<file path="config.mk">
export PLATFORM = sky130hd
export DESIGN_NAME = fifo_word_serializer
export DESIGN_NICKNAME = d
export VERILOG_FILES = /design/src/rtl/fifo_ser_pkg.sv /design/src/rtl/fifo_ser_byte_sel.sv /design/src/rtl/fifo_word_serializer.sv
export SDC_FILE = /design/constraint.sdc
export NUM_CORES = 1
export LEC_CHECK = 0
export CORE_MARGIN = 2
export CORE_UTILIZATION = 30
export DETAILED_ROUTE_END_ITERATION = 10
export PLACE_DENSITY = 0.63
export SYNTH_ARGS = -nofsm -noshare
export SYNTH_HDL_FRONTEND = slang
export SYNTH_HIERARCHICAL = 1
export SYNTH_SLANG_ARGS = --single-unit
</file>
<file path="constraint.sdc">
create_clock -name rd_clk -period 3.7 [get_ports rd_clk]
set_input_delay 0.555 -clock rd_clk [delete_from_list [all_inputs] [get_ports rd_clk]]
set_output_delay 0.555 -clock rd_clk [all_outputs]
set_load 0.01 [all_outputs]
</file>
<file path="src/rtl/fifo_ser_pkg.sv">
// Shared types for the FIFO word serializer: FSM state encoding and byte-index width.
package fifo_ser_pkg;

  typedef enum logic [1:0] {
    IDLE  = 2'd0,
    FETCH = 2'd1,
    SEND  = 2'd2
  } state_e;

  // Bits needed to address every byte of a WD-bit word (minimum 1).
  function automatic int unsigned idx_width(input int unsigned wd);
    return (wd / 8 > 1) ? $clog2(wd / 8) : 1;
  endfunction

endpackage

</file>
<file path="src/rtl/fifo_ser_byte_sel.sv">
// Combinational byte multiplexer: picks byte[idx] of a word, byte 0 being the MSB byte.
module fifo_ser_byte_sel
  import fifo_ser_pkg::*;
#(
  parameter int unsigned WD = 256,
  parameter int unsigned IW = idx_width(WD)
) (
  input  logic [WD-1:0] word,
  input  logic [IW-1:0] idx,
  output logic [7:0]    byte_c
);

  localparam int unsigned NB = WD / 8;

  always_comb begin
    byte_c = '0;
    for (int i = 0; i < NB; i++) begin
      if (idx == IW'(i)) byte_c = word[WD-1-8*i -: 8];
    end
  end

endmodule

</file>
<file path="src/rtl/fifo_word_serializer.sv">
// Reads WD-bit words from a FWFT FIFO and emits a length-bounded byte frame, MSB byte first.
// Optional frame/byte statistics counters are built only when FIFO_SER_STATS_EN is defined.
module fifo_word_serializer
  import fifo_ser_pkg::*;
#(
  parameter int unsigned WD   = 256,
  parameter int unsigned LENW = 16
) (
  input  logic            rd_clk,
  input  logic            rst,
  input  logic            start,
  input  logic [LENW-1:0] len,
  output logic            busy,
  input  logic [WD-1:0]   fifo_dout,
  input  logic            fifo_empty,
  output logic            fifo_rd_en,
  output logic [7:0]      tx_data,
  output logic            tx_valid,
  input  logic            tx_ready,
  output logic            tx_last,
  output logic            underrun,
  output logic [31:0]     frame_cnt,
  output logic [31:0]     byte_cnt
);

  localparam int unsigned NB = WD / 8;
  localparam int unsigned IW = idx_width(WD);

  state_e          state_q, state_d;
  logic [IW-1:0]   idx_q;
  logic [LENW-1:0] remaining_q;
  logic [WD-1:0]   shreg_q;
  logic            first_word_q;
  logic            underrun_q;
  logic            start_ok;
  logic            hs;

  assign start_ok = (state_q == IDLE) && start && (len != '0);
  assign hs       = tx_valid && tx_ready;
  assign busy     = (state_q != IDLE);
  assign underrun = underrun_q;

  // Next-state and handshake-side outputs.
  always_comb begin
    state_d    = state_q;
    fifo_rd_en = 1'b0;
    tx_valid   = 1'b0;
    tx_last    = 1'b0;
    case (state_q)
      IDLE: begin
        if (start_ok) state_d = FETCH;
      end
      FETCH: begin
        if (!fifo_empty) begin
          fifo_rd_en = 1'b1;
          state_d    = SEND;
        end
      end
      SEND: begin
        tx_valid = 1'b1;
        tx_last  = (remaining_q == LENW'(1));
        if (tx_ready) begin
          if (remaining_q == LENW'(1))  state_d = IDLE;
          else if (idx_q == IW'(NB-1))  state_d = FETCH;
        end
      end
      default: state_d = IDLE;
    endcase
  end

  always_ff @(posedge rd_clk) begin
    if (rst) state_q <= IDLE;
    else     state_q <= state_d;
  end

  // Datapath: word register, byte index, remaining count and underrun tracking.
  always_ff @(posedge rd_clk) begin
    if (rst) begin
      idx_q        <= '0;
      remaining_q  <= '0;
      shreg_q      <= '0;
      first_word_q <= 1'b0;
      underrun_q   <= 1'b0;
    end else begin
      if (start_ok) begin
        remaining_q  <= len;
        idx_q        <= '0;
        first_word_q <= 1'b1;
      end
      if (fifo_rd_en) begin
        shreg_q      <= fifo_dout;
        first_word_q <= 1'b0;
      end
      // Waiting on the first word of a frame is normal start-up, not an underrun.
      if ((state_q == FETCH) && fifo_empty && !first_word_q) underrun_q <= 1'b1;
      if (hs) begin
        remaining_q <= remaining_q - LENW'(1);
        idx_q       <= (idx_q == IW'(NB-1)) ? '0 : idx_q + IW'(1);
      end
    end
  end

  fifo_ser_byte_sel #(
    .WD (WD),
    .IW (IW)
  ) u_byte_sel (
    .word   (shreg_q),
    .idx    (idx_q),
    .byte_c (tx_data)
  );

`ifdef FIFO_SER_STATS_EN
  logic [31:0] frame_cnt_q;
  logic [31:0] byte_cnt_q;

  always_ff @(posedge rd_clk) begin
    if (rst) begin
      frame_cnt_q <= '0;
      byte_cnt_q  <= '0;
    end else if (hs) begin
      byte_cnt_q <= byte_cnt_q + 32'(1);
      if (tx_last) frame_cnt_q <= frame_cnt_q + 32'(1);
    end
  end

  assign frame_cnt = frame_cnt_q;
  assign byte_cnt  = byte_cnt_q;
`else
  assign frame_cnt = '0;
  assign byte_cnt  = '0;
`endif

endmodule
</file>
==> results.tsv, run 1 <==
metric	value	unit
area_growth_syn_to_layout	32.4	%
fillers	4773	
synth-simple-area-share	22.6	%
min-delay-start	shreg_q[61]$_SDFFE_PP0P_	
initial_core_util	30.3	%
rows	79	
final_hold_viol_count	0	
grt_pass1_wl	79900	µm
die_h	220	µm
port_buffers	289	
synth_compound_area_share	22.1	%
core-area	0.0463	mm²
first_pass_iters	5	
fmax	276	MHz
root_buffer	clkbuf_16	
cts_hold_buf	0	
dpl.cell_count	2653	
synth-main-ff-cell	dfxtp_1	
clk_pin_slew	0.06	ns
maxSlewHeadroom	24.5	%
first_global_vias	13400	
yosys-mux-area-fraction	4.39	%
ys_seq_elements	281	
holdPathEnd	shreg_q[61]$_SDFFE_PP0P_	
crit_arrival	3.06	ns
gr-total-overflow	0	
synthAdderAreaFrac	0.358	%
irDropWorstVdd	291	µV
cts_tree	yes	
grt_util_all_layers	21.7	%
yosys.area.top_type	dfxtp_1	
placed_cell_area	0.0171	mm²
setup_viol	0	
fin_worst_skew	0.0142	ns
grt_max_degree	258	
synth-edff-count	0	
dp_slack	0.107	ns
cap_violations	0	
routabilityCongestion	0.901	
cpMaxStageDelayCell	clkdlybuf4s50_1	
powerDensity	416	mW/mm²
synth_cell_types	86	
grt_antenna_before_repair	7	
drt_iter0_drc	1336	
reg2reg_slack	1.50	ns
seqPwrFrac	43.0	%
combPwrFrac	13.3	%
num_vias	14000	
cts-buffers-inserted	34	
nNetsFinal	2377	
switching_share	25.8	%
rr_worst_depth	6	
min_period_over_period	97.8	%
die_w	220	µm
antenna_left	0	
period_minus_slack	3.62	ns
wirelength	54100	µm
tightest_slew	1.13	ns
synth-async-reset-ratio	0	%
htree_num_levels	2	
yosysWarnings	6	
yosysSeqAreaShare	40.2	%
ioPinCount	354	
worst_setup_path_end_kind	primary output	
drt-wirelength-per-cell	19.9	µm
insertion_delay	0.54	ns
syn_area_per_cell	7.54	µm²
p_int	5720	µW
viasPerCell	5.14	
max_stage_delay	0.58	ns
clock-sinks	281	
synthDominantCellAreaShare	40.2	%
synth_xor_area_share	0.125	%
diodes	0	
worstPathCellList	buf_4 > and2_1 > buf_4 > nand4b_1 > a21oi_1 > a21oi_1 > nand2_1 > nand3_2 > a21oi_4 > clkdlybuf4s50_1	
hold_path_depth	2	
drive_gt1_share	9.29	%
critical_path_required	3.14	ns
die-area	0.0484	mm²
p_leak	0.00635	µW
p_clk_share	43.6	%
syn_area	0.0140	mm²
start_kind	flip-flop	
dp_hpwl	39500	µm
synthTopCellsByArea	dfxtp_1 40%, nand2_1 15%, a21oi_1 12%	
status	finished clean	
p_total	7710	µW
critPathMaxFanout	9	
synth_top_family_by_area	simple AND/OR/NAND/NOR gates	
crit_type	flip-flop to primary output	
tns	0	ns
slew_violations	0	
drcViolationCount	0	
fin_cells	2727	
stdcell_area	0.0185	mm²
finalWorstSetupSlack	0.0805	ns
switching_power	1990	µW
clock_path_buffers	3	
r2r-end	state_q[0]$_SDFFE_PP0P_	
netlist_instances	1855	
reg2reg_from	idx_q[0]$_SDFFE_PP0P_	
worst_hold_path_type	flip-flop to flip-flop	
[synth_stat cells, types with 12 or more instances]
library cell / count
nand2_1: 564
nor3_1: 20
buf_4: 78
mux2i_1: 31
a21oi_1: 332
buf_6: 27
o21ai_0: 54
nor2_1: 68
nand2b_1: 12
nor2b_1: 15
clkbuf_1: 49
dfxtp_1: 281
buf_2: 58
mux2_2: 19
o22ai_1: 20
o221ai_1: 12
nand3_1: 18
a31oi_1: 21
[flip-flops by register name, summed over array words and instances, names as in the netlist]
| register | flops |
|---|---|
| remaining_q | 16 |
| shreg_q | 256 |
| first_word_q | 1 |
| underrun | 1 |
| idx_q | 5 |
| state_q | 2 |
[how the worst max path moves through the flow]
stage | start | to | cells after the start
floorplan | idx_q[0]$_SDFFE_PP0P_ | tx_data[0] | 9
global placement | idx_q[0]$_SDFFE_PP0P_ | tx_data[5] | 8
detailed placement | idx_q[0]$_SDFFE_PP0P_ | tx_data[5] | 8
CTS | idx_q[0]$_SDFFE_PP0P_ | tx_data[4] | 9
global route | idx_q[0]$_SDFFE_PP0P_ | tx_data[1] | 8
finish | idx_q[0]$_SDFFE_PP0P_ | tx_data[1] | 10
[worst max-delay path: cells and delay by family (launching register included)]
kind | cells | cell delay [ns]
buffers and inverters | 3 | 0.99
AND/OR/NAND/NOR | 4 | 0.59
AO/OA/AOI/OAI | 3 | 0.51
flip-flops | 1 | 0.45
[power by group through the flow]
stage	clock network, µW	logic [µW]	registers, µW
2_1_floorplan	0	624	3320
3_3_place_gp	0	1000	3380
3_5_place_dp	0	1010	3380
4_1_cts	3440	1030	3320
5_1_grt	3570	1130	3330
6_report	3370	1030	3320
[final cells by class]
| type | count | area (µm²) | area share (%) |
|---|---|---|---|
| sequential | 281 | 5640 | 30.4 |
| clock buffer | 49 | 1050 | 5.67 |
| tap | 607 | 759 | 4.10 |
| multi-input combinational | 1411 | 7330 | 39.6 |
| clock inverter | 11 | 95.1 | 0.513 |
| timing repair buffer | 357 | 3600 | 19.4 |
| inverter | 11 | 56.3 | 0.304 |
[repair_timing]
action | in CTS | in global routing
pin swaps | 4 | 1
resized for setup | 38 | 9
gates cloned | 1 | 0
setup endpoints to repair | 8 | 3
buffers inserted | 11 | 2
[layout by cell type, fill, tap and decap left out, types with 5 or more instances in the layout]
cell and n:
nand3_1 16, conb_1 64, mux2_2 19, nand3b_1 5
clkbuf_16 37, o211ai_1 9, clkinv_2 6, buf_12 13
nor2_1 67, a31oi_1 19, a22oi_1 7, o21ai_0 51
a32oi_1 7, and3_1 5, nor2b_1 15, o311ai_0 5
inv_1 7, buf_4 52, nand2b_1 11, nand4_1 7
dlygate4sd2_1 6, clkbuf_8 9, o21ai_1 5, dfxtp_1 276
nor3_1 17, o221ai_1 11, clkdlybuf4s50_1 281, mux2i_1 30
nor4_1 8, nand2_1 563, o22ai_1 20, a21oi_1 328
[per-stage QoR]
| stage | util, % | hold WS (ns) |
|---|---|---|
| finish | 40.1 | 0.454 |
| global route | 40.1 | 0.465 |
| CTS | 39.9 | 0.456 |
| detailed placement | 36.9 | 0.447 |
| global placement | 36.9 | 0.440 |
| floorplan | - | 0.431 |
[cell families after synthesis]
family	Yosys count
buf+inv	226
other cells	1
mux	54
xor+xnor	2
simple gates	756
compound gates	531
fa+ha+maj	4
flops	281
[layer usage]
metal / track usage, % / routed length, µm
met3: 4.60 / 4130
met2: 34.3 / 24300
met5: 0 / 80
met1: 28.9 / 23900
met4: 7.94 / 1710
No activity file was read; power rests on OpenSTA's default activity.
==> run 2: changes to the inputs <==
SKIP_CTS_REPAIR_TIMING = 1   (was unset)
==> run 2 against run 1 <==
  * The flow now finishes with violations (negative setup slack)
  * Sequential share of layout area barely moved
  * Combinational power is essentially flat
  * First-iteration DRC count shrank 14%
  * Critical path type unchanged
==> results.tsv, run 2 (synthesis gave the netlist of run 1 again) <==
metric	value	unit
clk_pin_slew	0.06	ns
irDropWorstVdd	291	µV
dp_hpwl	39500	µm
die_w	220	µm
worst_hold_path_type	flip-flop to flip-flop	
die-area	0.0484	mm²
fin_util	40.0	%
grt_max_degree	258	
initial_core_util	30.3	%
setup_viol	1	
clock-sinks	281	
wirelength	53900	µm
top_layer_used	met5	
first_global_vias	13300	
grt_util_all_layers	21.4	%
rsz0062_at_grt	true	
num_vias	14100	
first_pass_iters	5	
ioPinCount	354	
drcViolationCount	0	
min-delay-start	shreg_q[223]$_SDFFE_PP0P_	
layout_common_cells	564 x nand2_1, 328 x a21oi_1, 282 x clkdlybuf4s50_1	
min_period_over_period	104	%
die_h	220	µm
routabilityCongestion	0.901	
nNetsFinal	2379	
stdcell_area	0.0185	mm²
cap_violations	0	
placed_cell_area	0.0171	mm²
drt_iter0_drc	1153	
met2_length	24200	µm
fillers	4770	
rr_worst_depth	6	
wl_met1	23600	µm
root_buffer	clkbuf_16	
top_regs	shreg_q (256), remaining_q (16), idx_q (5)	
reg2reg_slack	1.48	ns
final_hold_viol_count	0	
violations	negative setup slack	
gr-total-overflow	0	
fmax	261	MHz
met3WireLength	4230	µm
grt_antenna_before_repair	7	
critical_path_required	3.14	ns
insertion_delay	0.53	ns
antenna_left	0	
crit_type	flip-flop to primary output	
hold_path_depth	2	
reg2reg_from	idx_q[1]$_SDFFE_PP0P_	
crit_arrival	3.28	ns
slew_violations	0	
holdPathEnd	shreg_q[223]$_SDFFE_PP0P_	
tns	-0.136	ns
whs	0.455	ns
clock_path_buffers	3	
htree_num_levels	2	
largest_register	shreg_q	
finalWorstSetupSlack	-0.136	ns
viasPerCell	5.15	
p_leak	0.00641	µW
grt_pass1_wl	78900	µm
start_kind	flip-flop	
port_buffers	289	
fin_worst_skew	0.0130	ns
maxSlewHeadroom	25.3	%
area_growth_syn_to_layout	32.3	%
rows	79	
powerDensity	416	mW/mm²
worst_setup_path_end_kind	primary output	
tightest_slew	1.12	ns
p_total	7710	µW
status	finished, violations left	
diodes	0	
cts_tree	yes	
core-area	0.0463	mm²
r2r-end	state_q[0]$_SDFFE_PP0P_	
critPathMaxFanout	24	
drt-wirelength-per-cell	19.8	µm
cts-buffers-inserted	34	
largest_register_ffs	256	
drive_gt1_share	9.14	%
final_common_cell	nand2_1	
period_minus_slack	3.84	ns
run 2: cell types whose count changed in the layout (fill, tap and decap cells not counted), moves of 2 or more:
cell and delta:
buf_12 -2, buf_4 +3, clkbuf_16 +2, dlygate4sd2_1 -6
dlymetal6s2s_1 +5, o21ai_0 -2, o21ai_1 +2
run 2: stage by stage:
stage               worst slack (ns)  std cells
finish                        -0.136       2729
CTS                           -0.478       2713
detailed placement             0.107       2653
global placement               0.119       2653
global route                  -0.233       2729
floorplan                       1.30       1918
run 2: worst max-delay path by stage:
| stage | end | start | depth (start not counted) |
|---|---|---|---|
| 2_1_floorplan | tx_data[0] | idx_q[0]$_SDFFE_PP0P_ | 9 |
| 3_3_place_gp | tx_data[5] | idx_q[0]$_SDFFE_PP0P_ | 8 |
| 3_5_place_dp | tx_data[5] | idx_q[0]$_SDFFE_PP0P_ | 8 |
| 4_1_cts | tx_data[5] | idx_q[0]$_SDFFE_PP0P_ | 8 |
| 5_1_grt | tx_data[5] | idx_q[2]$_SDFFE_PP0P_ | 9 |
| 6_report | tx_data[5] | idx_q[2]$_SDFFE_PP0P_ | 9 |
run 2: power breakdown:
| part | internal (µW) | total (µW) | switching [µW] |
|---|---|---|---|
| sequential | 3180 | 3320 | 134 |
| clock | 2050 | 3370 | 1320 |
| combinational | 487 | 1030 | 539 |
run 2: routing by layer:
metal,GRT usage [%],vias up
met1,28.4,6620
met2,33.9,568
met3,4.65,104
li1,-,6752
met5,0,-
met4,7.63,14
run 2: critical path, stage by stage, from the launching register on:
cell             delay [ns]
dfxtp_4                0.43
buf_12                 0.19
buf_4                  0.18
nand2b_1               0.20
a311oi_1               0.37
o21ai_1                0.20
a21oi_1                0.19
o21ai_1                0.15
o211ai_1               0.23
clkdlybuf4s50_1        0.61
run 2: layout make-up:
type | instances | area, µm² | share of cell area [%]
inverter | 11 | 52.6 | 0.284
multi-input combinational | 1411 | 7310 | 39.4
clock buffer | 49 | 1050 | 5.67
tap | 607 | 759 | 4.10
clock inverter | 11 | 95.1 | 0.513
timing repair buffer | 359 | 3620 | 19.5
sequential | 281 | 5640 | 30.5
==> run 3: changes to the inputs <==
DONT_BUFFER_PORTS = 1   (was unset)
PLACE_DENSITY = 0.54   (was 0.63)
==> run 3 against run 2 <==
  * The flow now finishes without violations
  * Sequential share of layout area increased by 6.4 points
  * Worst setup slack gained 0.24 ns
  * Via count decreased by 9.0%
  * Fmax up 6.6%
  * Wire length fell by 1.8%
  * Design area decreased by 18%
  * Sequential power barely moved
  * Global-route usage hardly changed
  * Hold slack got worse by 0.37 ns
  * Register-to-register slack worse by 0.21 ns
  * Clock skew down 0.0020 ns
  * Count of clock-buffer cells in the layout did not move
  * Largest cell class unchanged
  * Highest routed layer unchanged
==> results.tsv, run 3 (synthesis gave the netlist of run 1 again) <==
metric	value	unit
status	finished clean	
setup_viol	0	
multi_input_area	0.00723	mm²
gr-total-overflow	0	
grt_max_degree	281	
first_global_vias	12100	
min_period_over_period	97.2	%
p_total	7480	µW
largest_register_ffs	256	
layout_common_cells	564 x nand2_1, 332 x a21oi_1, 276 x dfxtp_1	
drt-wirelength-per-cell	21.9	µm
worst_setup_path_end_kind	primary output	
rsz0062_at_grt	false	
p_int	5550	µW
start_kind	flip-flop	
initial_core_util	30.3	%
p_clk_share	47.0	%
irDropWorstVdd	338	µV
htree_num_levels	2	
final_common_cell	nand2_1	
powerDensity	490	mW/mm²
min-delay-start	rst	
p_leak	0.00503	µW
switching_power	1930	µW
period_minus_slack	3.60	ns
dp_slack	0.224	ns
dp_hpwl	38900	µm
clock_path_buffers	3	
dpl.cell_count	2358	
nNetsFinal	2069	
core-area	0.0463	mm²
insertion_delay	0.54	ns
grt_pass1_wl	77000	µm
combPwrFrac	8.7	%
worst_hold_path_type	input pin to flip-flop	
root_buffer	clkbuf_16	
die_h	220	µm
fin_cells	2420	
drt_iter0_drc	1185	
wirelength	53000	µm
final-seq-area	0.00564	mm²
antenna_left	0	
finalWorstSetupSlack	0.103	ns
port_buffers	0	
fin_worst_skew	0.0110	ns
largest_register	shreg_q	
area_growth_syn_to_layout	9.18	%
cts_tree	yes	
die-area	0.0484	mm²
crit_type	flip-flop to primary output	
slew_violations	0	
maxSlewHeadroom	45.9	%
clk_pin_slew	0.06	ns
fmax	278	MHz
crit_arrival	3.04	ns
cp-startpoint	idx_q[0]$_SDFFE_PP0P_	
critPathMaxFanout	16	
switching_share	25.8	%
viasPerCell	5.29	
top_regs	shreg_q (256), remaining_q (16), idx_q (5)	
grt_util_all_layers	21.3	%
drive_gt1_share	8.99	%
first_pass_iters	7	
clock-sinks	281	
drcViolationCount	0	
routabilityCongestion	0.921	
diodes	0	
num_vias	12800	
critical_path_required	3.14	ns
cap_violations	0	
cts-buffers-inserted	34	
tightest_slew	0.811	ns
fillers	4982	
reg2reg_from	state_q[1]$_SDFFE_PP0P_	
seqPwrFrac	44.3	%
fin_util	33.0	%
tns	0	ns
ioPinCount	354	
die_w	220	µm
rows	79	
grt_antenna_before_repair	5	
final_hold_viol_count	0	
[run 3: cell types whose count changed in the layout (fill, tap and decap cells not counted), moves of 4 or more]
cell / change
o21ai_1: -4
clkdlybuf4s50_1: -282
dlymetal6s2s_1: -6
buf_12: -8
a21oi_1: +4
o21ai_0: +4
buf_4: -14
[run 3: stage by stage]
step	hold WS [ns]	cell area, µm²
6_report	0.0857	15300
5_1_grt	0.0633	15300
4_1_cts	0.0684	15200
3_5_place_dp	0.441	14000
3_3_place_gp	0.441	14000
2_1_floorplan	0.431	14200
[run 3: worst max-delay path: stages (launching register included)]
cell and delay (ns):
dfxtp_4 0.49, and2_1 0.34, a22oi_1 0.15, a2111oi_0 0.55, o31ai_1 0.20, a21oi_1 0.22
o21ai_1 0.16, a21oi_1 0.39
[run 3: power groups by stage]
| stage | Combinational [µW] | Sequential (µW) | Clock (µW) |
|---|---|---|---|
| 2_1_floorplan | 624 | 3320 | 0 |
| 3_3_place_gp | 640 | 3380 | 0 |
| 3_5_place_dp | 649 | 3380 | 0 |
| 4_1_cts | 652 | 3310 | 3600 |
| 5_1_grt | 736 | 3330 | 3720 |
| 6_report | 652 | 3310 | 3510 |
[run 3: final timing paths]
kind,end,slack [ns],cells after the start
setup / recovery,tx_data[4],0.10,7
hold / removal,remaining_q[12]$_SDFFE_PP0P_,0.09,1
setup reg to reg,shreg_q[107]$_SDFFE_PP0P_,1.27,5
hold reg to reg,shreg_q[156]$_SDFFE_PP0P_,0.45,2
[run 3: final cells by class]
class                      instances  area share, %
multi-input combinational       1411           47.3
sequential                       281           36.9
clock buffer                      49           6.75
tap                              607           4.97
timing repair buffer              49           2.78
clock inverter                    12          0.966
inverter                          11          0.319
[run 3: routing by layer]
layer / vias to the layer above / global-route usage, % / part of all wire (%)
li1: 6127 / - / -
met1: 6103 / 28.9 / 44
met2: 481 / 32.9 / 45
met3: 77 / 5.95 / 8.2
met4: 10 / 6.24 / 2.7
met5: - / 0 / 0.15
